### config.mk
export PLATFORM = sky130hd
export DESIGN_NAME = mem_io_bridge
export DESIGN_NICKNAME = d
export VERILOG_FILES = /design/src/rtl/mem_io_bridge_pkg.sv /design/src/rtl/mem_io_bridge_io_addr_decode.sv /design/src/rtl/mem_io_bridge.sv
export SDC_FILE = /design/constraint.sdc
export NUM_CORES = 1
export LEC_CHECK = 0
export ABC_AREA = 1
export CORE_MARGIN = 2
export CORE_UTILIZATION = 25
export CTS_CLUSTER_DIAMETER = 80
export DETAILED_ROUTE_END_ITERATION = 10
export HOLD_SLACK_MARGIN = 0.12
export REMOVE_ABC_BUFFERS = 1
export SETUP_SLACK_MARGIN = 0.02
export SLEW_MARGIN = 20
export SYNTH_ARGS = -nofsm -noshare
export SYNTH_HDL_FRONTEND = slang
export SYNTH_HIERARCHICAL = 1
export SYNTH_SLANG_ARGS = --single-unit
### constraint.sdc
create_clock -name clock -period 2.9 [get_ports clock]
set_input_delay 0.725 -clock clock [delete_from_list [all_inputs] [get_ports clock]]
set_output_delay 0.725 -clock clock [all_outputs]
set_load 0.005 [all_outputs]
### src/rtl/mem_io_bridge_pkg.sv
// Shared definitions for the load/store bridge.
// State codes, default IO window base, decode bundle.
package mem_io_bridge_pkg;

  localparam int ISA_W = 32;

  localparam logic [ISA_W-1:0] IO_BASE_DEF = 32'hFFFF_FC00;

  localparam logic [1:0] S_IDLE = 2'd0;
  localparam logic [1:0] S_MEM  = 2'd1;
  localparam logic [1:0] S_IO   = 2'd2;
  localparam logic [1:0] S_RESP = 2'd3;

  typedef struct packed {
    logic       is_io;
    logic       unmapped;
    logic [3:0] ch;
  } io_dec_t;

endpackage

### src/rtl/mem_io_bridge_io_addr_decode.sv
// Address decoder: byte address -> IO region flag,
// unmapped flag and channel number.
module mem_io_bridge_io_addr_decode
  import mem_io_bridge_pkg::*;
#(
  parameter int               IO_CH     = 4,
  parameter logic [ISA_W-1:0] IO_BASE   = IO_BASE_DEF,
  parameter int               IO_STRIDE = 16
) (
  input  logic [ISA_W-1:0] addr,
  output io_dec_t          dec
);

  localparam int SH = $clog2(IO_STRIDE);

  logic [ISA_W-1:0] idx;

  assign idx = (addr - IO_BASE) >> SH;

  // Region flags and channel index from the window offset
  always_comb begin
    dec          = '0;
    dec.is_io    = addr >= IO_BASE;
    dec.unmapped = dec.is_io && (idx >= ISA_W'(IO_CH));
    dec.ch       = idx[3:0];
  end

endmodule

### src/rtl/mem_io_bridge.sv
// Load/store bridge: CPU data path to data memory
// and memory-mapped IO channels with output latches.
module mem_io_bridge
  import mem_io_bridge_pkg::*;
#(
  parameter int               DATA_W    = 32,
  parameter int               IO_W      = 16,
  parameter int               IO_CH     = 4,
  parameter logic [ISA_W-1:0] IO_BASE   = IO_BASE_DEF,
  parameter int               IO_STRIDE = 16,
  parameter int               MEM_LAT   = 1,
  parameter int               TIMEOUT   = 255
) (
  input  logic                  clock,
  input  logic                  reset,
  input  logic                  req_valid,
  output logic                  req_ready,
  input  logic                  req_write,
  input  logic [ISA_W-1:0]      req_addr,
  input  logic [DATA_W-1:0]     req_wdata,
  output logic                  rsp_valid,
  output logic [DATA_W-1:0]     rsp_rdata,
  output logic                  rsp_err,
  output logic                  mem_en,
  output logic                  mem_we,
  output logic [ISA_W-1:0]      mem_addr,
  output logic [DATA_W-1:0]     mem_wdata,
  input  logic [DATA_W-1:0]     mem_rdata,
  output logic [IO_CH-1:0]      io_cs,
  output logic                  io_we,
  output logic [IO_W-1:0]       io_wdata,
  input  logic [IO_CH*IO_W-1:0] io_rdata,
  input  logic [IO_CH-1:0]      io_ready,
  output logic [IO_CH*IO_W-1:0] io_out
);

  localparam int CMAX = (MEM_LAT > TIMEOUT) ? MEM_LAT : TIMEOUT;
  localparam int CW   = $clog2(CMAX + 1);

  logic [1:0]            state;
  logic [CW-1:0]         cnt;
  logic [ISA_W-1:0]      addr_q;
  logic [DATA_W-1:0]     wdata_q;
  logic                  we_q;
  logic [3:0]            ch_q;
  logic [DATA_W-1:0]     rdata_q;
  logic                  err_q;
  logic [IO_CH*IO_W-1:0] io_out_q;

  io_dec_t               dec;
  logic [IO_CH-1:0]      cs_oh;
  logic                  sel_ready;
  logic [IO_W-1:0]       rd_slice;

  mem_io_bridge_io_addr_decode #(
    .IO_CH     (IO_CH),
    .IO_BASE   (IO_BASE),
    .IO_STRIDE (IO_STRIDE)
  ) u_dec (
    .addr (req_addr),
    .dec  (dec)
  );

  assign cs_oh     = IO_CH'(1) << ch_q;
  assign sel_ready = |(io_ready & cs_oh);

  // Read slice of the captured channel
  always_comb begin
    rd_slice = '0;
    for (int c = 0; c < IO_CH; c++) begin
      if (ch_q == 4'(c)) begin
        rd_slice = io_rdata[c*IO_W +: IO_W];
      end
    end
  end

  assign req_ready = state == S_IDLE;
  assign rsp_valid = state == S_RESP;
  assign rsp_rdata = rdata_q;
  assign rsp_err   = err_q;
  assign mem_en    = (state == S_MEM) && (cnt == '0);
  assign mem_we    = (state == S_MEM) && we_q;
  assign mem_addr  = addr_q;
  assign mem_wdata = wdata_q;
  assign io_cs     = (state == S_IO) ? cs_oh : '0;
  assign io_we     = (state == S_IO) && we_q;
  assign io_wdata  = wdata_q[IO_W-1:0];
  assign io_out    = io_out_q;

  // Request FSM, shared latency/timeout counter, capture and latches
  always_ff @(posedge clock) begin
    if (reset) begin
      state    <= S_IDLE;
      cnt      <= '0;
      addr_q   <= '0;
      wdata_q  <= '0;
      we_q     <= 1'b0;
      ch_q     <= '0;
      rdata_q  <= '0;
      err_q    <= 1'b0;
      io_out_q <= '0;
    end else begin
      unique case (state)
        S_IDLE: begin
          cnt <= '0;
          if (req_valid) begin
            addr_q  <= req_addr;
            wdata_q <= req_wdata;
            we_q    <= req_write;
            ch_q    <= dec.ch;
            unique case (1'b1)
              dec.unmapped: begin
                rdata_q <= '0;
                err_q   <= 1'b1;
                state   <= S_RESP;
              end
              dec.is_io && !dec.unmapped: state <= S_IO;
              !dec.is_io:                 state <= S_MEM;
            endcase
          end
        end
        S_MEM: begin
          if (cnt == CW'(MEM_LAT - 1)) begin
            rdata_q <= we_q ? '0 : mem_rdata;
            err_q   <= 1'b0;
            cnt     <= '0;
            state   <= S_RESP;
          end else begin
            cnt <= cnt + 1'b1;
          end
        end
        S_IO: begin
          if (sel_ready) begin
            if (we_q) begin
              for (int c = 0; c < IO_CH; c++) begin
                if (ch_q == 4'(c)) begin
                  io_out_q[c*IO_W +: IO_W] <= wdata_q[IO_W-1:0];
                end
              end
            end
            rdata_q <= we_q ? '0 : DATA_W'(rd_slice);
            err_q   <= 1'b0;
            cnt     <= '0;
            state   <= S_RESP;
          end else if (cnt == CW'(TIMEOUT - 1)) begin
            rdata_q <= '0;
            err_q   <= 1'b1;
            cnt     <= '0;
            state   <= S_RESP;
          end else begin
            cnt <= cnt + 1'b1;
          end
        end
        S_RESP: state <= S_IDLE;
      endcase
    end
  end

endmodule
Yosys cells after proc, flatten, opt, wreduce, memory -nomap -nowiden
Cells that the tools add are included.
- register bits: 176
- bits of input ports: 168
- output and inout port bits: 186
- $add $sub $neg: 2
- $lt $le $gt $ge: 2
- equality and inequality tests: 11
- shift operators: 1
- mux-type cells: 29
- bitwise operators: 1
- reductions and logical operators: 19
- operators by type and width (kind ; number):
    $mux 32 ; 6
    $pmux 32 s3 ; 1
    $mux 16 ; 5
    $ge 32x32->1 const B ; 1
    $sub 32x32->32 const B ; 1
    $ge 28x3->1 const B ; 1
    $mux 8 ; 3
    $pmux 8 s3 ; 1
    $reduce_and 4->1 ; 4
    $add 8x1->8 const B ; 1
    $eq 4x2->1 const B ; 2
    $eq 8x8->1 const B ; 1
    $logic_not 8->1 ; 1
    $mux 2 ; 4
    $pmux 2 s4 ; 1
    $pmux 2 s3 ; 1
    $logic_and 1x1->1 ; 5
    $mux 1 ; 5
    $reduce_and 5->1 ; 1
    $and 4x4->4 ; 1
    $eq 2x2->1 const B ; 2
    $eq 4x1->1 const B ; 1
    $logic_not 4->1 ; 1
    $mux 4 ; 1
    other kinds (12) ; 14

Logic depth before layout (Yosys ltp)
Gate-level depths: netlist of the first run.
- depth in word-level cells: 8
- gate-level depth with buffers: 20
- depth with buffers taken out: 19

Cells and area by module
The synthesis of the first run kept the hierarchy.
- by module, submodules not included (module ; times used ; cells each ; area each (um2) ; sequential area each (um2)):
    mem_io_bridge ; 1 ; 1079 ; 7764.9 ; 3523.4
    mem_io_bridge_io_addr_decode ; 1 ; 134 ; 668.1 ; 0.0

Least setup slack after synthesis of the first run
OpenSTA, ideal clock, no wires.
- kind: input to register
- start point: input port req_addr[11]
- end point: register rdata_q[30] (netlist: rsp_rdata[30])
- setup time: 70 ps
- data arrival time: 2378 ps
- data required time: 2830 ps
- slack: 452 ps
- cell stages on the path: 19
- buffers on the path: 1
- cell sequence: nand2_2 nor2_4 nand2_4 nor2_4 nand2_2 nor2_4 nand3_1 nand2_1 nand2_1 nand3_1 nand2_1 inv_1 inv_1 a21oi_1 inv_1 nor2_4 buf_4 nand3_1 a21oi_1
- RTL lines (element ; RTL line ; text):
    from (decl) ; mem_io_bridge.sv:19 ; input logic [ISA_W-1:0] req_addr,
    to (signal assigned) ; mem_io_bridge.sv:124 ; rdata_q <= we_q ? '0 : mem_rdata;
    to (signal assigned) ; mem_io_bridge.sv:141 ; rdata_q <= we_q ? '0 : DATA_W'(rd_slice);
    to (decl) ; mem_io_bridge.sv:46 ; logic [DATA_W-1:0] rdata_q;

Worst setup path in the final report of the first run
- start point: register state[1]
- end point: output port rsp_valid
- word-level cells in the longest chain between the ends: 1
- ends and longest elaborated chain (element ; RTL line ; text):
    from (decl) ; mem_io_bridge.sv:40 ; logic [1:0] state;
    $eq 2x2->1 ; mem_io_bridge.sv:78 ; assign rsp_valid = state == S_RESP;
    to (decl) ; mem_io_bridge.sv:21 ; output logic rsp_valid,
Every way passes these cells.

==> metrics.md, run 1 <==
| Metric | Value |
|---|---|
| Die area | around 35,000 sq um |
| CTS tree | yes |
| Primary FF master, synth | dfxtp_1 |
| Clk buf depth | 2 |
| Clk_lat worst skew | 0.43 ns |
| Port Buffers | 353 |
| Top cell type's share of synthesized area | a little over two fifths |
| Vias in the first global route | 8,748 |
| FF-to-FF setup slack | 0.47 ns |
| CTS Buf Count | 17 |
| IO Pins | 354 |
| Cell area after synthesis | 8433 sq um |
| Sequential power share | 34.1% |
| CP Class | reg2out |
| Leakage | ~5.0 nW |
| Slowest stage delay, CP | 0.64 ns |
| Internal | 5.730 mW |
| Post-DR wirelength/cell | around 16 um |
| Total GRT Usage | between 10% and 20% |
| GRT Residual Overflow | 0 |
| Peak VDD IR | 0.4039 mV |
| DP HPWL | about 23,000 um |
| First-pass GRT wire length | roughly 50,000 um |
| Largest net degree at the start of global routing | 67 |
| Crit path to | rsp_valid |
| Worst rel slew slack | 62.59% |
| Post-Syn Instances | ~1,200 |
| Worst Path Arrival | 1.99 ns |
| Reg2Reg Capture Point | io_out[58] |
| R2R Path Start | ch_q[3] |
| Critical path data required time | ~2.2 ns |
| Hold_ws | approximately 0.46 ns |
| Switching share of power | between 30% and 40% |
| Sequential area share after synthesis | a little over two fifths |
| Setup violators final | 0 |
| Post-layout nets | 1,728 |
| Fraction of registers with async set/reset | 0% |
| Number of iterations in the first detailed-routing pass | 5 |
| Vias per cell | about 4.5 |
| Total Wirelength | 32,320 um |
| Antenna violations before repair | 0 |
| Register area | roughly 3500 sq um |
| RSZ-0062 raised after global routing | true |
| Power per cell area | just under 700 nW/um^2 |
| Hold Vio Cnt, Final | 0 |
| Vias | just over 9,000 |
| Hold Crit Class | reg2reg |
| ANT cells | 0 |
| Floorplan die height | 187.7 um |
| Layout Skew | 0.01323 ns |
| Worst Max-Slew Pin Slew | approximately 0.56 ns |
| Gate power share | 40.7% |
| P&R area growth vs syn | 57.17% |
| Synth top area cells | dfxtp_1, nand2_1, nand3_1, nor2_1, a21oi_1 |
| Total power | 9.008 mW |
| DP Cell Count | 1,976 |
| Psw | 3.277 mW |
| Max cap viols | 0 |
| Clock share of power | roughly 25% |
| Max Transition Viols Final | 0 |
| Syn avg cell area | 6.952 sq um |
| Die W | 187.7 um |
| Worst-path clk slew | 0.07 ns |
| Worst r2r path cells | 9 |
| Period utilization | 93.46% |
| Initial core utilization | 25.28% |
| Fin cells | ~2,000 |
| Top cells by count, synth | nand2_1, nor2_1, dfxtp_1, nand3_1, a21oi_1 |
| Share of cells above drive strength 1 | 11.06% |
| Core Area | about 33,000 sq um |
| Initial detailed-routing violation count | ~560 |
| Crit. End Element | primary output |
| Clock root buffer master | clkbuf_16 |
| FP Rows | 67 |
| Synthesized flop and latch total | between 150 and 200 |
| Synth cell types | 37 |
| # fillers | ~3,500 |
| Worst-path cell chain | ha_1 > clkdlybuf4s50_1 |
| Setup crit start kind | register |
| # H-tree levels | 4 |
| Min Tclk post-route | 2.710 ns |
| CTS Hold Bufs | 0 |
| Remaining antenna violation count | 0 |
| Run status | finished, final reports clean |
| Most common cell in the netlist | nand2_1 |
| Highest clock rate | 368.9 MHz |
| CP startpoint | state[1] |
| Drc violations | 0 |
| Slowest CP cell | clkdlybuf4s50_1 |
| Area leader, netlist | dfxtp_1 |
| Number of flops mapped to enable cells by yosys | 0 |
| Multi-input logic area | 4285 sq um |
| Yosys warnings | 6 |
| GP Congestion | 0.8461 |
| Worst-path maximum fanout | 11 |
| Clk sinks | 176 |
## power by group through the flow
stage,registers [mW],clock network (mW),logic (mW)
after floorplan,3.11,0,1.50
after global placement,3.11,0,3.42
after detailed placement,3.12,0,3.44
after CTS,3.07,2.35,3.45
after global routing,3.12,2.43,4.00
final,3.07,2.27,3.66
## how the worst min path moves through the flow
stage                       to  cells after the start  slack [ns]  startpoint
finish              io_out[29]                      2        0.46  io_out[29]
global route        io_out[18]                      2        0.47  io_out[18]
CTS                 io_out[29]                      2        0.46  io_out[29]
detailed placement  io_out[29]                      2        0.45  io_out[29]
global placement    io_out[61]                      2        0.45  io_out[61]
floorplan            io_out[0]                      2        0.45   io_out[0]
## placed cells by master (no fill, tap or decap), types with 7 or more instances in the layout
cell type          n
dlymetal6s2s_1    13
inv_1             37
clkdlybuf4s50_1  336
inv_2              9
buf_4             54
nand2_1          282
clkbuf_16         20
a21oi_1          122
nor2_1           172
nor2_4            14
nand3_1          145
o21ai_0           77
nor2_2            13
or2_2             20
dfxtp_1          174
ha_1               7
nand2_2           11
## flip-flops by register name, indices dropped and copies added (netlist names)
register and flops:
ch_q 4, cnt 8, rsp_rdata 32, state 2
io_out 64, we_q 1, rsp_err 1, mem_addr 32
mem_wdata 32
## repair_timing
item,4_1_cts,5_1_grt
setup endpoints to repair,10,35
pin swaps,0,8
gates resized for setup,5,31
buffers inserted,0,1
cloned,0,4
## critical path, delay by kind of cell (launching register included)
kind,cells,cell delay (ns)
DFF,1,0.39
buffers and inverters,1,0.64
adders and majority gates,1,0.52
## cell type report
cell class / instances / share of cell area (%)
inverters: 48 / 1.378
flip-flops and latches: 176 / 26.60
clock buffers: 22 / 3.351
clock inverters: 9 / 0.8402
well taps: 448 / 4.229
multi-input cells: 894 / 32.33
repair buffers: 415 / 31.27
## logic make-up (layout without fill, tap and decap cells)
| family | Yosys count | count (layout) | share of synthesized area [%] |
|---|---|---|---|
| compound gates | 206 | 206 | 12.42 |
| xor+xnor | 3 | 3 | 0.3116 |
| fa+ha+maj | 8 | 8 | 1.187 |
| buf+inv | 143 | 494 | 8.234 |
| flops | 176 | 176 | 41.78 |
| simple gates | 677 | 677 | 36.07 |
## metal layers
layer | track usage (%) | part of all wire [%] | up-vias
met2 | 31.31 | 50 | 233
met5 | 0 | 0 | -
li1 | - | - | 4590
met4 | 4.573 | 1.4 | 0
met3 | 3.612 | 5.0 | 25
met1 | 21.43 | 44 | 4281
## through the flow
step           utilization [%]  TNS [ns]  instance area [sq um]  setup slack, ns
2_1_floorplan                -    -3.591                   7921         -0.05441
3_3_place_gp             37.45    -12.38                  12500          -0.4025
3_5_place_dp             37.45    -13.99                  12500          -0.4755
4_1_cts                  39.13         0                  13060          0.05826
5_1_grt                  39.72         0                  13250          0.02127
6_report                 39.72         0                  13250           0.1895
Power figures use the tool's default switching activity.
==> run 2: changes to the inputs <==
--- a/config.mk
+++ b/config.mk
@@ -6,7 +6,6 @@
 export NUM_CORES = 1
 export LEC_CHECK = 0
 export ABC_AREA = 1
-export CORE_MARGIN = 2
 export CORE_UTILIZATION = 25
 export CTS_CLUSTER_DIAMETER = 80
 export DETAILED_ROUTE_END_ITERATION = 10
==> metrics.md, run 2 (synthesis gave the netlist of run 1 again) <==
| Metric | Value |
|---|---|
| Run status | finished, final reports clean |
| Largest register FFs | 64 |
| Clock share of power | 27.1% |
| Commonest non-fill, non-tap cells in the layout | clkdlybuf4s50_1, nand2_1, dfxtp_1 |
| Placement Cell Area | about 12,000 sq um |
| Drc violations | 0 |
| FP Rows | 66 |
| Initial detailed-routing violation count | just over 500 |
| Vias per cell | about 4.5 |
| Die W | 185.7 um |
| RSZ-0062 raised after global routing | false |
| Number of iterations in the first detailed-routing pass | 5 |
| Hold_sp | io_out[36] |
| Min Tclk post-route | 2.718 ns |
| Post-layout nets | 1,723 |
| Setup TNS | 0 ns |
| Vias | 9,089 |
| Worst-path clk slew | 0.07 ns |
| Worst Path Arrival | 1.99 ns |
| Total power | 9.103 mW |
| Hold Path Cell Cnt | 2 |
| Hold Vio Cnt, Final | 0 |
| Max Transition Viols Final | 0 |
| CTS Buf Count | 17 |
| Switching share of power | 36.56% |
| Die area | 34,470 sq um |
| Vias in the first global route | 8,473 |
| Most common cell after layout, fill and taps aside | clkdlybuf4s50_1 |
| Share of cells above drive strength 1 | between 10 and 15% |
| Initial core utilization | between 20% and 30% |
| Antenna violations before repair | 3 |
| Core Area | 32,870 sq um |
| Crit. End Element | primary output |
| GRT Residual Overflow | 0 |
| Sequential power share | 33.7% |
| Remaining antenna violation count | 0 |
| FF-to-FF setup slack | 0.43 ns |
| Layout Skew | ~0.017 ns |
| First-pass GRT wire length | roughly 47,000 um |
| P&R area growth vs syn | 57.52% |
| Fin cells | roughly 2,000 |
| Hold path endpoint | io_out[36] |
| Total Wirelength | 31,320 um |
| DP HPWL | 22,800 um |
| Worst-path maximum fanout | 5 |
| Clk buf depth | 2 |
| GP Congestion | 0.8479 |
| Largest net degree at the start of global routing | 105 |
| # H-tree levels | 4 |
| Worst rel slew slack | 51.39% |
| Internal | between 5 and 6 mW |
| CP Class | reg2out |
| Setup crit start kind | register |
| Leakage | 5.020 nW |
| Psw | between 3 and 4 mW |
| IO Pins | 354 |
| Critical path data required time | ~2.2 ns |
| Setup violators final | 0 |
| Period utilization | between 90 and 100% |
| Port Buffers | 353 |
| Gate power share | 39.1% |
| Highest clock rate | 367.9 MHz |
| Total GRT Usage | 17.55% |
| Clock root buffer master | clkbuf_16 |
| CTS tree | yes |
| Reg2Reg Capture Point | io_out[29] |
| Worst Max-Slew Pin Slew | 0.7291 ns |
| DP Cell Count | 1,962 |
| Post-route cell area | 13,280 sq um |
| Peak VDD IR | 0.3930 mV |
| Max cap viols | 0 |
| Worst r2r path cells | 10 |
| Power per cell area | 685.3 nW/um^2 |
| Hold Crit Class | reg2reg |
| Clk_lat worst skew | 0.44 ns |
| Post-DR wirelength/cell | about 16 um |
| R2R Path Start | ch_q[2] |
| Floorplan die height | 185.7 um |
| Clk sinks | around 180 |
-- run 2: cell types whose count changed in the layout (fill, tap and decap cells not counted), sizes merged --
cell and change:
buf -4, clkbuf -5, clkdlybuf4s50 +1, clkinv -1, clkinvlp -1, diode +2, dlygate4sd2 -1, inv +7
-- run 2: what timing repair did --
action / CTS / global route
cloned: 0 / 3
hold buffers: 0 / 0
gates resized for setup: 4 / 29
endpoints found under the setup margin: 4 / 35
buffers inserted: 1 / 4
pin swaps: 1 / 6
-- run 2: worst max-delay path by stage --
| stage | slack [ns] | start | endpoint | cells past startpoint |
|---|---|---|---|---|
| after floorplan | -0.05 | req_valid | ch_q[2] | 4 |
| after global placement | -0.36 | req_addr[17] | rsp_rdata[4] | 20 |
| after detailed placement | -0.38 | req_addr[17] | rsp_rdata[4] | 20 |
| after CTS | 0.009 | state[0] | io_cs[0] | 6 |
| after global routing | 0.009 | req_addr[15] | rsp_rdata[13] | 22 |
| final | 0.18 | state[0] | io_cs[0] | 6 |
-- run 2: area by class of cell --
class | count | area (sq um)
Multi-Input combinational cell | 894 | 4275
Clock buffer | 18 | 439.2
Antenna cell | 2 | 5.005
Inverter | 48 | 182.7
Tap cell | 442 | 553.0
Clock inverter | 14 | 191.4
Fill cell | 3444 | 19580
Timing Repair Buffer | 410 | 4113
Sequential cell | 176 | 3525
-- run 2: metal layers --
layer	share of wire, %	vias up	GRT usage [%]
met5	0.045	-	0
li1	-	4591	-
met2	49	260	30.02
met3	5.4	46	3.561
met4	2.4	2	6.721
met1	43	4190	21.52
-- run 2: through the flow --
| step | util (%) | hold WS [ns] | worst slack [ns] |
|---|---|---|---|
| after global placement | 37.89 | 0.4482 | -0.3607 |
| after global routing | 40.42 | 0.4783 | 0.008579 |
| after detailed placement | 37.89 | 0.4527 | -0.3776 |
| final | 40.42 | 0.4598 | 0.1822 |
| after floorplan | - | 0.4513 | -0.05441 |
| after CTS | 39.84 | 0.4637 | 0.008963 |
-- run 2: worst max-delay path, cell delays in order (launching register included) --
cell,delay [ns]
dfxtp_1,0.34
inv_2,0.11
ha_4,0.18
inv_2,0.10
nor4_4,0.13
buf_4,0.17
clkdlybuf4s50_1,0.53
-- run 2: power by group through the flow --
stage	combinational (mW)	clock (mW)	sequential, mW
final	3.56	2.47	3.07
after CTS	3.41	2.56	3.07
after global routing	3.93	2.65	3.12
after global placement	3.37	0	3.11
after floorplan	1.50	0	3.11
after detailed placement	3.39	0	3.13
